### src/rtl/tenkey_tx.sv
// tenkey_tx: replays a latched multi-digit BCD PIN on a 10-bit one-hot keypad bus.
// Each digit is held for PRESS_CYC cycles and then released for GAP_CYC cycles.
// All outputs are registered. The pattern shown in a cycle is decoded from the
// state the FSM is entering, so it is valid in the first cycle of each slot.
//
// Ports:
//   clk    - clock; all logic is on the rising edge
//   rst_n  - asynchronous reset, active low
//   start  - send pin; sampled only in IDLE
//   abort  - cancel a sequence in progress; return to IDLE on the next cycle
//   pin    - DIGITS BCD nibbles; the most significant nibble is sent first
//   tenkey - one-hot key pattern; bit n means key n is pressed
//   busy   - a sequence is in progress
//   done   - one-cycle pulse when a sequence completes normally
//   err    - sticky; at least one digit of the current or last sequence was >9
module tenkey_tx #(
  parameter int DIGITS    = 4,
  parameter int PRESS_CYC = 4,
  parameter int GAP_CYC   = 2
) (
  input  logic                  clk,
  input  logic                  rst_n,
  input  logic                  start,
  input  logic                  abort,
  input  logic [4*DIGITS-1:0]   pin,
  output logic [9:0]            tenkey,
  output logic                  busy,
  output logic                  done,
  output logic                  err
);

  localparam int MAXC = (PRESS_CYC > GAP_CYC) ? PRESS_CYC : GAP_CYC;
  localparam int CW   = $clog2(MAXC) + 1;
  localparam int IW   = $clog2(DIGITS) + 1;

  typedef enum logic [1:0] {IDLE, PRESS, GAP} state_t;

  state_t              state, state_d;
  logic [CW-1:0]       cnt, cnt_d;
  logic [IW-1:0]       idx, idx_d;
  logic [4*DIGITS-1:0] pin_q, pin_d;
  logic [9:0]          tenkey_d;
  logic                busy_d, done_d, err_d;
  logic [3:0]          cur_dig, nxt_dig;

  // Select digit i, where digit 0 is the most significant nibble. The loop
  // keeps every slice at a constant position.
  function automatic logic [3:0] digit_at(input logic [4*DIGITS-1:0] p,
                                          input logic [IW-1:0] i);
    logic [3:0] d;
    d = '0;
    for (int k = 0; k < DIGITS; k++)
      if (i == IW'(k)) d = p[4*(DIGITS-1-k) +: 4];
    return d;
  endfunction

  assign cur_dig = digit_at(pin_q, idx);

  always_comb begin
    state_d = state;
    cnt_d   = cnt;
    idx_d   = idx;
    pin_d   = pin_q;
    done_d  = 1'b0;
    err_d   = err;
    case (state)
      IDLE: begin
        // abort has priority over start in the same cycle
        if (start && !abort) begin
          state_d = PRESS;
          cnt_d   = '0;
          idx_d   = '0;
          pin_d   = pin;
          err_d   = 1'b0;
        end
      end
      PRESS: begin
        if (abort) begin
          state_d = IDLE;
          cnt_d   = '0;
          idx_d   = '0;
        end else begin
          // err becomes visible one cycle after the bad slot starts
          if (cur_dig > 4'd9) err_d = 1'b1;
          if (cnt == CW'(PRESS_CYC - 1)) begin
            state_d = GAP;
            cnt_d   = '0;
          end else begin
            cnt_d = cnt + CW'(1);
          end
        end
      end
      GAP: begin
        if (abort) begin
          state_d = IDLE;
          cnt_d   = '0;
          idx_d   = '0;
        end else if (cnt == CW'(GAP_CYC - 1)) begin
          cnt_d = '0;
          if (idx == IW'(DIGITS - 1)) begin
            state_d = IDLE;
            idx_d   = '0;
            done_d  = 1'b1;
          end else begin
            state_d = PRESS;
            idx_d   = idx + IW'(1);
          end
        end else begin
          cnt_d = cnt + CW'(1);
        end
      end
      default: begin
        state_d = IDLE;
        cnt_d   = '0;
        idx_d   = '0;
      end
    endcase
  end

  // Outputs are decoded from the next state so that they register in step with it.
  assign nxt_dig  = digit_at(pin_d, idx_d);
  assign busy_d   = (state_d != IDLE);
  assign tenkey_d = (state_d == PRESS && nxt_dig <= 4'd9) ? (10'd1 << nxt_dig) : 10'd0;

  always_ff @(posedge clk or negedge rst_n) begin
    if (!rst_n) begin
      state  <= IDLE;
      cnt    <= '0;
      idx    <= '0;
      pin_q  <= '0;
      tenkey <= '0;
      busy   <= 1'b0;
      done   <= 1'b0;
      err    <= 1'b0;
    end else begin
      state  <= state_d;
      cnt    <= cnt_d;
      idx    <= idx_d;
      pin_q  <= pin_d;
      tenkey <= tenkey_d;
      busy   <= busy_d;
      done   <= done_d;
      err    <= err_d;
    end
  end

endmodule

### config.mk
export PLATFORM = sky130hd
export DESIGN_NAME = tenkey_tx
export DESIGN_NICKNAME = d
export VERILOG_FILES = /design/src/rtl/tenkey_tx.sv
export SDC_FILE = /design/constraint.sdc
export NUM_CORES = 1
export LEC_CHECK = 0
export CORE_MARGIN = 2
export CORE_UTILIZATION = 34
export CTS_CLUSTER_DIAMETER = 50
export DETAILED_ROUTE_END_ITERATION = 10
export MAX_ROUTING_LAYER = met4
export PLACE_DENSITY_LB_ADDON = 0.05
export SYNTH_ARGS = -nofsm -noshare
export SYNTH_HDL_FRONTEND = slang
export SYNTH_SLANG_ARGS = --single-unit
### constraint.sdc
create_clock -name clk -period 4.2 [get_ports clk]
set_input_delay 0.84 -clock clk [delete_from_list [all_inputs] [get_ports clk]]
set_output_delay 0.84 -clock clk [all_outputs]
set_load 0.05 [all_outputs]
# Word level (Yosys, flattened, before mapping)

Cells that the tools add are included.

$add $sub $neg: 2
Order comparisons: 2
Eq/ne operators: 14
Shift operators: 1
Muxes and demuxes: 38
Reduce and logical (&&, ||, !) cells: 9

Operators with widths:

| kind                                                  | number |
|---|---|
| two-way mux 16 bit                                    | 2 |
| two-way mux 4 bit                                     | 8 |
| two-way mux 3 bit                                     | 10 |
| one-hot mux 3 bit (3 select lines)                    | 2 |
| equality test 3 x 2 -> 1 bit, second input constant   | 5 |
| two-way mux 10 bit                                    | 1 |
| two-way mux 2 bit                                     | 5 |
| left shift 1 x 4 -> 10 bit, first input constant      | 1 |
| equality test 3 x 1 -> 1 bit, second input constant   | 3 |
| two-way mux 1 bit                                     | 8 |
| adder 3 x 1 -> 3 bit, second input constant           | 2 |
| logical NOT 3 bit                                     | 2 |
| inequality test 2 bit, second input constant          | 3 |
| one-hot mux 2 bit (3 select lines)                    | 1 |
| equality test 2 x 1 -> 1 bit, second input constant   | 2 |
| greater-than comparator 4 bit, second input constant  | 1 |
| less-or-equal comparator 4 bit, second input constant | 1 |
| AND reduction 4 bit                                   | 1 |
| nonzero test 2 bit                                    | 2 |
| equality test 2 bit, second input constant            | 1 |
| logical AND 1 bit                                     | 2 |
| logical NOT 2 bit                                     | 1 |
| one-hot mux 1 bit (2 select lines)                    | 1 |
| logical NOT 1 bit                                     | 1 |

Bits in registers: 37
Input port bits: 20
Output and inout port bits: 13

# Logic depth before layout (Yosys ltp)

Gate-level depths: netlist (run 1).

Depth in word-level cells: 13
Gate-level depth with buffers: 10

# Worst setup path after synthesis (run 1)

No wires, ideal clock.

Kind: input-to-reg
Start point: input abort
End point: register tenkey[2]
Library setup time: 0.120 ns
Arrival time: 2.662 ns
Path slack: 1.418 ns
Stages: 8
Cells stage by stage: nand4bb_4 > or4_4 > o311ai_2 > buf_6 > mux2_1 > a221oi_2 > nand2b_1 > nor2_1

Cells in the longest elaborated chain, start to end: 12
Elaborated cells between the ends (all ways): 25
Classes of those cells: 1 x order compare; 4 x eq/ne; 1 x shift; 15 x mux; 4 x reduce/logical

Ends and longest elaborated chain:

| what                                   | RTL line | text |
|---|---|---|
| start: declaration                     | 24       | `input logic abort,` |
| logical NOT 1 bit                      | 69       | `if (start && !abort) begin` |
| logical AND 1 bit                      | 69       |  |
| two-way mux 3 bit                      | 69       |  |
| one-hot mux 3 bit (3 select lines) (*) | 66       | `case (state)` |
| net idx_d[0]                           | 40       | `logic [IW-1:0] idx, idx_d;` |
| logical NOT 3 bit                      | 53       | `if (i == IW'(k)) d = p[4*(DIGITS-1-k) +: 4];` |
| two-way mux 4 bit (3 in a row)         | 53       |  |
| two-way mux 4 bit (*)                  | 53       |  |
| less-or-equal comparator 4 bit         | 123      | `assign tenkey_d = (state_d == PRESS && nxt_dig <= 4'd9) ? (10'd1 << nxt_dig) : 10'd0;` |
| logical AND 1 bit                      | 123      |  |
| two-way mux 10 bit (*)                 | 123      |  |
| net tenkey_d[2]                        | 42       | `logic [9:0] tenkey_d;` |
| end signal: assignment                 | 140      | `tenkey <= tenkey_d;` |
| end: declaration                       | 26       | `output logic [9:0] tenkey,` |

Mark *: on every way through the listed nets, which the timed path passes. The rest lies on a longest branch.
A chain may end at the register's enable or synchronous reset.

# Worst setup path after layout (run 1)

Start point: input abort
End point: register tenkey[1]

Cells in the longest elaborated chain, start to end: 12
Elaborated cells between the ends (all ways): 25
Classes of those cells: 1 x order compare; 4 x eq/ne; 1 x shift; 15 x mux; 4 x reduce/logical

Ends and longest elaborated chain:

| what                               | RTL line |
|---|---|
| logical NOT 1 bit                  | 69 |
| logical AND 1 bit                  | 69 |
| two-way mux 3 bit                  | 69 |
| one-hot mux 3 bit (3 select lines) | 66 |
| logical NOT 3 bit                  | 53 |
| two-way mux 4 bit (4 in a row)     | 53 |
| less-or-equal comparator 4 bit     | 123 |
| logical AND 1 bit                  | 123 |
| two-way mux 10 bit (*)             | 123 |
| net tenkey_d[1]                    | 42 |

Marked as above.

==> summary.md, run 1 <==
| Metric | Value |
|---|---|
| Outcome | complete, no violations |
| Die X | 81.1 um |
| FP Rows | 28 |
| Clk slew on worst S/H paths | 0.07 ns |
| Fin cells | 289 |
| Hold Crit Class | register to register |
| Avg Inst Size Synth | 11.4 um2 |
| Max clock buf depth | 2 |
| ANT cells | 0 |
| H-tree levels | 2 |
| Total Wirelength | ~4400 um |
| Max Cap Viol | 0 |
| LEAKAGE | 1.08 nW |
| Die Y | 81.1 um |
| Tcrit/Tclk final | 79.6% |
| Total CTS buffers | 5 |
| Remaining global-route overflow | 0 |
| Die Area | ~6600 um2 |
| Crit path DAT | ~3.6 ns |
| Post-synthesis register bit count | 37 |
| Critical Path Sink Type | register |
| Largest cells by area after synthesis | dfrtp_1 (46%), mux2_2 (8.9%), ha_1 (7.4%), nor2_1 (3.2%), nand4bb_4 (2.7%) |
| Largest net degree at the start of global routing | 38 |
| Final Total Pwr | 1.38 mW |
| EDFF count, synth | 0 |
| Async SR Flop Fraction | between 90% and 100% |
| Worst slew pin tran | a little over 0.8 ns |
| Mapped cell area | 2020 um2 |
| Crit path required time | around 4.4 ns |
| Final hold violations | 0 |
| Most used DFF post-synth | dfrtp_1 |
| DR iter-0 viols | 56 |
| Root Buffer | clkbuf_8 |
| Slew Limit Fails | 0 |
| Number of global-route vias before repair | between 1000 and 1500 |
| IO Pins | 33 |
| Min cycle time layout | between 3 and 4 ns |
| Netlist cell types | 43 |
| Worst skew pair latency | about 0.29 ns |
| DP HPWL | 3280 um |
| Cts hold-fix bufs | 0 |
| Core Region | 5820 um2 |
| Seq/Total Area, Yosys | 45.8% |
| Routed vias | 1428 |
| TritonCTS clock tree | built |
| Routed len/inst | 15.1 um |
| Layout Skew | 0.00677 ns |
| Placed cell count | between 200 and 300 |
| Pwr Density | 546 nW/um2 |
| Area post-placement | 2400 um2 |
| Worst VDD drop | approximately 0.00030 V |
| FMAX | approximately 0.30 GHz |
| Ys Warns | 0 |
| Post-CTS setup repair buffer count | 0 |
| GRT Total Usage | 15.2% |
| Residual DRC | 0 |
| RePlAce Congestion | 0.841 |
| Post-DRT Antenna Nets | 0 |
| Synth Instances | 178 |
| Number of cells upsized or downsized after cts | 0 |
| Worst slew margin | 45.2% |
| Commonest non-fill, non-tap cell in the layout | dfrtp_1 |
| Setup Viol. Count Final | 0 |
| Area grow syn2layout | 24.9% |
| First-pass GRT wire length | approximately 7300 um |
| DRT Pass-1 Iters | 4 |
| Fraction of layout cells with a size suffix above 1 | about 18% |
| Port buffer count | 32 |
| RSZ-0062 raised after global routing | no |
| CP Max Fanout | 11 |
| Reg2Reg Setup Slack | 1.27 ns |
| Fin Hold WS | 0.500 ns |
| Initial antenna violation count | 0 |
| Mapped Nets | 210 |
| Starting Density | 34.7% |
| Final instance area | 2520 um2 |
| Crit start category | input pin |
| Crit Path Category | input pin to register |
| Layout fillers | 587 |
| Area leader, netlist | dfrtp_1 |
| Setup TNS | 0 ns |
| Top-area cell type share of the netlist area | 45.8% |
| Most frequent cells in the layout | dfrtp_1 (37), clkdlybuf4s50_1 (31), nor2_1 (17) |
| Final #Nets | around 250 |
| CTS Sinks | 37 |
| Via density | 4.94 |
==> sequential cells by signal, indices dropped and copies added, names as in the netlist <==
register	count
pin_q	16
tenkey	10
cnt	3
idx	3
state	2
busy	1
done	1
err	1
==> worst paths after layout <==
path | from | to | cells after the start
worst max-delay path | abort | tenkey[1] | 8
worst min-delay path | pin_q[0] | pin_q[0] | 1
worst max register to register | state[1] | tenkey[1] | 9
worst min register to register | pin_q[0] | pin_q[0] | 1
max in group asynchronous | rst_n | pin_q[1] | 1
min in group asynchronous | rst_n | err | 1
==> cell usage after synthesis, types with 3 or more instances <==
library cell / count
dfrtp_1: 37
nor2_1: 17
mux2_2: 16
inv_1: 13
ha_1: 12
a21oi_1: 10
o21ai_0: 8
nand2_1: 6
and2_1: 5
nand2b_1: 5
and4_1: 3
buf_2: 3
nor2b_1: 3
==> per-stage QoR <==
step                util (%)  worst slack, ns
CTS                     43.4            0.871
finish                  43.4            0.855
floorplan                  -             1.42
detailed placement      41.3            0.572
global placement        41.3            0.656
global route            43.4            0.671
==> cell type report <==
cell class / instances / area, um2 / share of cell area (%)
inverter: 14 / 52.6 / 2.08
timing repair buffer: 32 / 315 / 12.5
sequential: 37 / 926 / 36.7
multi-input combinational: 123 / 1020 / 40.3
tap: 75 / 93.8 / 3.72
clock inverter: 2 / 37.5 / 1.49
clock buffer: 6 / 82.6 / 3.27
==> logic make-up after synthesis <==
kind of cell	Yosys count	synth area share, %
mux	20	11.0
fa+ha+maj	12	7.43
simple gates	54	18.0
buf+inv	18	3.90
compound gates	37	13.9
flops	37	45.8
==> report_power, final <==
part	total [mW]	switching, mW	internal (mW)	leakage [nW]
registers	0.509	0.0473	0.462	0.476
logic	0.548	0.318	0.230	0.544
clock network	0.320	0.127	0.193	0.0574
==> worst max-delay path: stages <==
cell and delay, ns:
clkdlybuf4s50_1 0.57, nand4bb_4 0.33, or4_4 0.49, o311ai_2 0.23, mux2_2 0.42, a211oi_2 0.32, nand3b_1 0.20, nor2_1 0.15
==> metal layers <==
metal	routed length [um]	vias to the layer above	track usage (%)
met5	0	-	-
met4	57	0	5.08
met3	191	8	3.44
met2	2040	25	24.0
met1	2060	693	19.2
li1	-	702	-
Note: power is estimated with default switching activity, not from simulation.
==> run 2: changes to the inputs <==
- clock period: 4.2 -> 2.81 ns (I/O delays scaled with it)
==> run 2 against run 1 <==
Effect of this change: final cell count grew 8.7%; core utilization grew 5.5 points; flip-flop and latch count is the same; critical path depth grew 1; die area is the same; via count grew 7.3%.
==> summary.md, run 2 (synthesis gave the netlist of run 1 again) <==
| Metric | Value |
|---|---|
| Critical Path Sink Type | register |
| Fraction of layout cells with a size suffix above 1 | 29.3% (+12 points) |
| Final worst setup slack | 0.135 ns (-0.721 ns) |
| Hold Crit Class | input pin to async pin |
| Critical path's largest stage delay | 0.50 ns (-0.07 ns) |
| Setup TNS | 0 ns (unchanged) |
| Tcrit/Tclk final | between 90% and 100% |
| Min cycle time layout | 2.68 ns |
| Worst VDD drop | 0.000419 V (+38%) |
| Crit path required time | 2.99 ns (-1.42 ns) |
| Die Area | 6580 um2 (unchanged) |
| DR iter-0 viols | 53 (-5.4%) |
| H-tree levels | 2 (unchanged) |
| Via density | 4.88 (-1.3%) |
| Max clock buf depth | 2 (unchanged) |
| Routed len/inst | 14.9 um (-1.1%) |
| Layout Skew | 0.00853 ns (+0.00176 ns) |
| Outcome | complete, no violations |
| DRT Pass-1 Iters | 4 (unchanged) |
| Sequential standard cell area | 926 um2 (unchanged) |
| Post-DRT Antenna Nets | 0 (unchanged) |
| Residual DRC | 0 (unchanged) |
| TritonCTS clock tree | built |
| Layout fillers | 549 (-6.5%) |
| Crit start category | register |
| Final Total Pwr | 2.29 mW (+66%) |
| Die X | 81.1 um (unchanged) |
| Critical-path cell list | inv_1 -> ha_4 -> nand4bb_4 -> or4_4 -> o311ai_4 -> mux2_1 -> a221oi_4 -> nand2b_4 -> nor2_1 |
| ANT cells | 0 (unchanged) |
| Die Y | 81.1 um (unchanged) |
| Routed vias | 1532 (+7.3%) |
| GRT Total Usage | 15.9% (+0.72 points) |
| Worst skew pair latency | 0.29 ns (about the same) |
| LEAKAGE | 1.25 nW (+16%) |
| CP Max Fanout | 5 (-6) |
| Largest register FFs | 16 (unchanged) |
| Final hold violations | 0 (unchanged) |
| Area grow syn2layout | 40.7% |
| Crit path DAT | 2.85 ns (-0.71 ns) |
| CTS Sinks | 37 (unchanged) |
| Number of global-route vias before repair | 1602 (+7.7%) |
| Pwr Density | 806 nW/um2 (+48%) |
| Worst slew margin | 46.0% (+0.80 points) |
| Most frequent cells in the layout | dfrtp_1 (37), clkdlybuf4s50_1 (30), buf_4 (24) |
| Crit path max-delay cell type | or4_4 |
| FMAX | between 0.3 and 0.4 GHz |
| Starting Density | 34.7% (unchanged) |
| Port buffer count | 32 (unchanged) |
| Largest reg by FF count | pin_q |
| Largest regs | pin_q (16), tenkey (10) |
| Remaining global-route overflow | 0 (unchanged) |
| Slew Limit Fails | 0 (unchanged) |
| Core Region | 5820 um2 (unchanged) |
| Largest net degree at the start of global routing | 38 (unchanged) |
| FP Rows | 28 (unchanged) |
| Worst slew pin tran | 0.810 ns (-0.0120 ns) |
| Root Buffer | clkbuf_8 |
| IO Pins | 33 (unchanged) |
| First-pass GRT wire length | 7610 um (+4.7%) |
| Setup WS pre-CTS | -0.370 ns (-0.942 ns) |
| Clk slew on worst S/H paths | 0.08 ns (about the same) |
| Area used by multi-input combinational logic | 1120 um2 (+9.9%) |
| Total Wirelength | 4680 um (+7.5%) |
| Buf/Inv on CP | 1 (unchanged) |
| Initial antenna violation count | 0 (unchanged) |
| Setup Viol. Count Final | 0 (unchanged) |
| Critical path's top delay family | simple AND/OR/NAND/NOR gates |
| Max Cap Viol | 0 (unchanged) |
| DP HPWL | 3540 um (+7.8%) |
| Crit Path Category | register to register |
| Total CTS buffers | 5 (unchanged) |
| Final #Nets | 270 (+10%) |
| RePlAce Congestion | 0.811 (-3.5%) |
| Commonest non-fill, non-tap cell in the layout | dfrtp_1 |
## run 2: cell types whose count changed in the layout (fill, tap and decap cells not counted), sizes merged
cell	change
clkbuf	-1
inv	+1
clkinvlp	-1
bufinv	+1
dlymetal6s2s	+1
buf	+25
clkdlybuf4s50	-1
## run 2: area by class of cell
cell class                 instances  area share, %
inverter                          14           1.85
multi-input combinational        123           39.2
sequential                        37           32.6
timing repair buffer              57           18.2
tap                               75           3.30
clock buffer                       5           2.42
clock inverter                     3           2.42
## run 2: timing repair
item,in CTS,in global routing
pin swaps,0,5
gates cloned,0,0
gates resized for setup,1,17
setup buffers,0,4
endpoints found under the setup margin,10,10
hold buffers,0,0
## run 2: per-stage QoR
stage	instances	utilization (%)	hold WS, ns	area (um2)
2_1_floorplan	178	-	0.266	2020
3_3_place_gp	302	44.3	0.482	2570
3_5_place_dp	302	44.3	0.483	2570
4_1_cts	310	46.8	0.392	2720
5_1_grt	314	48.9	0.438	2840
6_report	314	48.9	0.351	2840
## run 2: path summary, 6_finish.rpt
| path | from | to | slack (ns) | cells after the start |
|---|---|---|---|---|
| min reg2reg | pin_q[4] | pin_q[4] | 0.50 | 1 |
| min | rst_n | cnt[2] | 0.35 | 1 |
| max | state[0] | tenkey[1] | 0.13 | 9 |
| max reg2reg | state[0] | tenkey[1] | 0.13 | 9 |
| min in group clk | pin_q[4] | pin_q[4] | 0.50 | 1 |
| max in group asynchronous | rst_n | pin_q[2] | 1.94 | 1 |
## run 2: layer usage
layer,up-vias,share of wire (%),track usage (%)
met1,747,46,19.3
met2,27,50,26.4
met3,6,3.7,3.67
met4,0,0.92,4.92
li1,752,-,-
met5,-,0,-
## run 2: power breakdown
part / internal, mW / switching, mW
clock: 0.358 / 0.207
sequential: 0.690 / 0.0749
combinational: 0.444 / 0.517
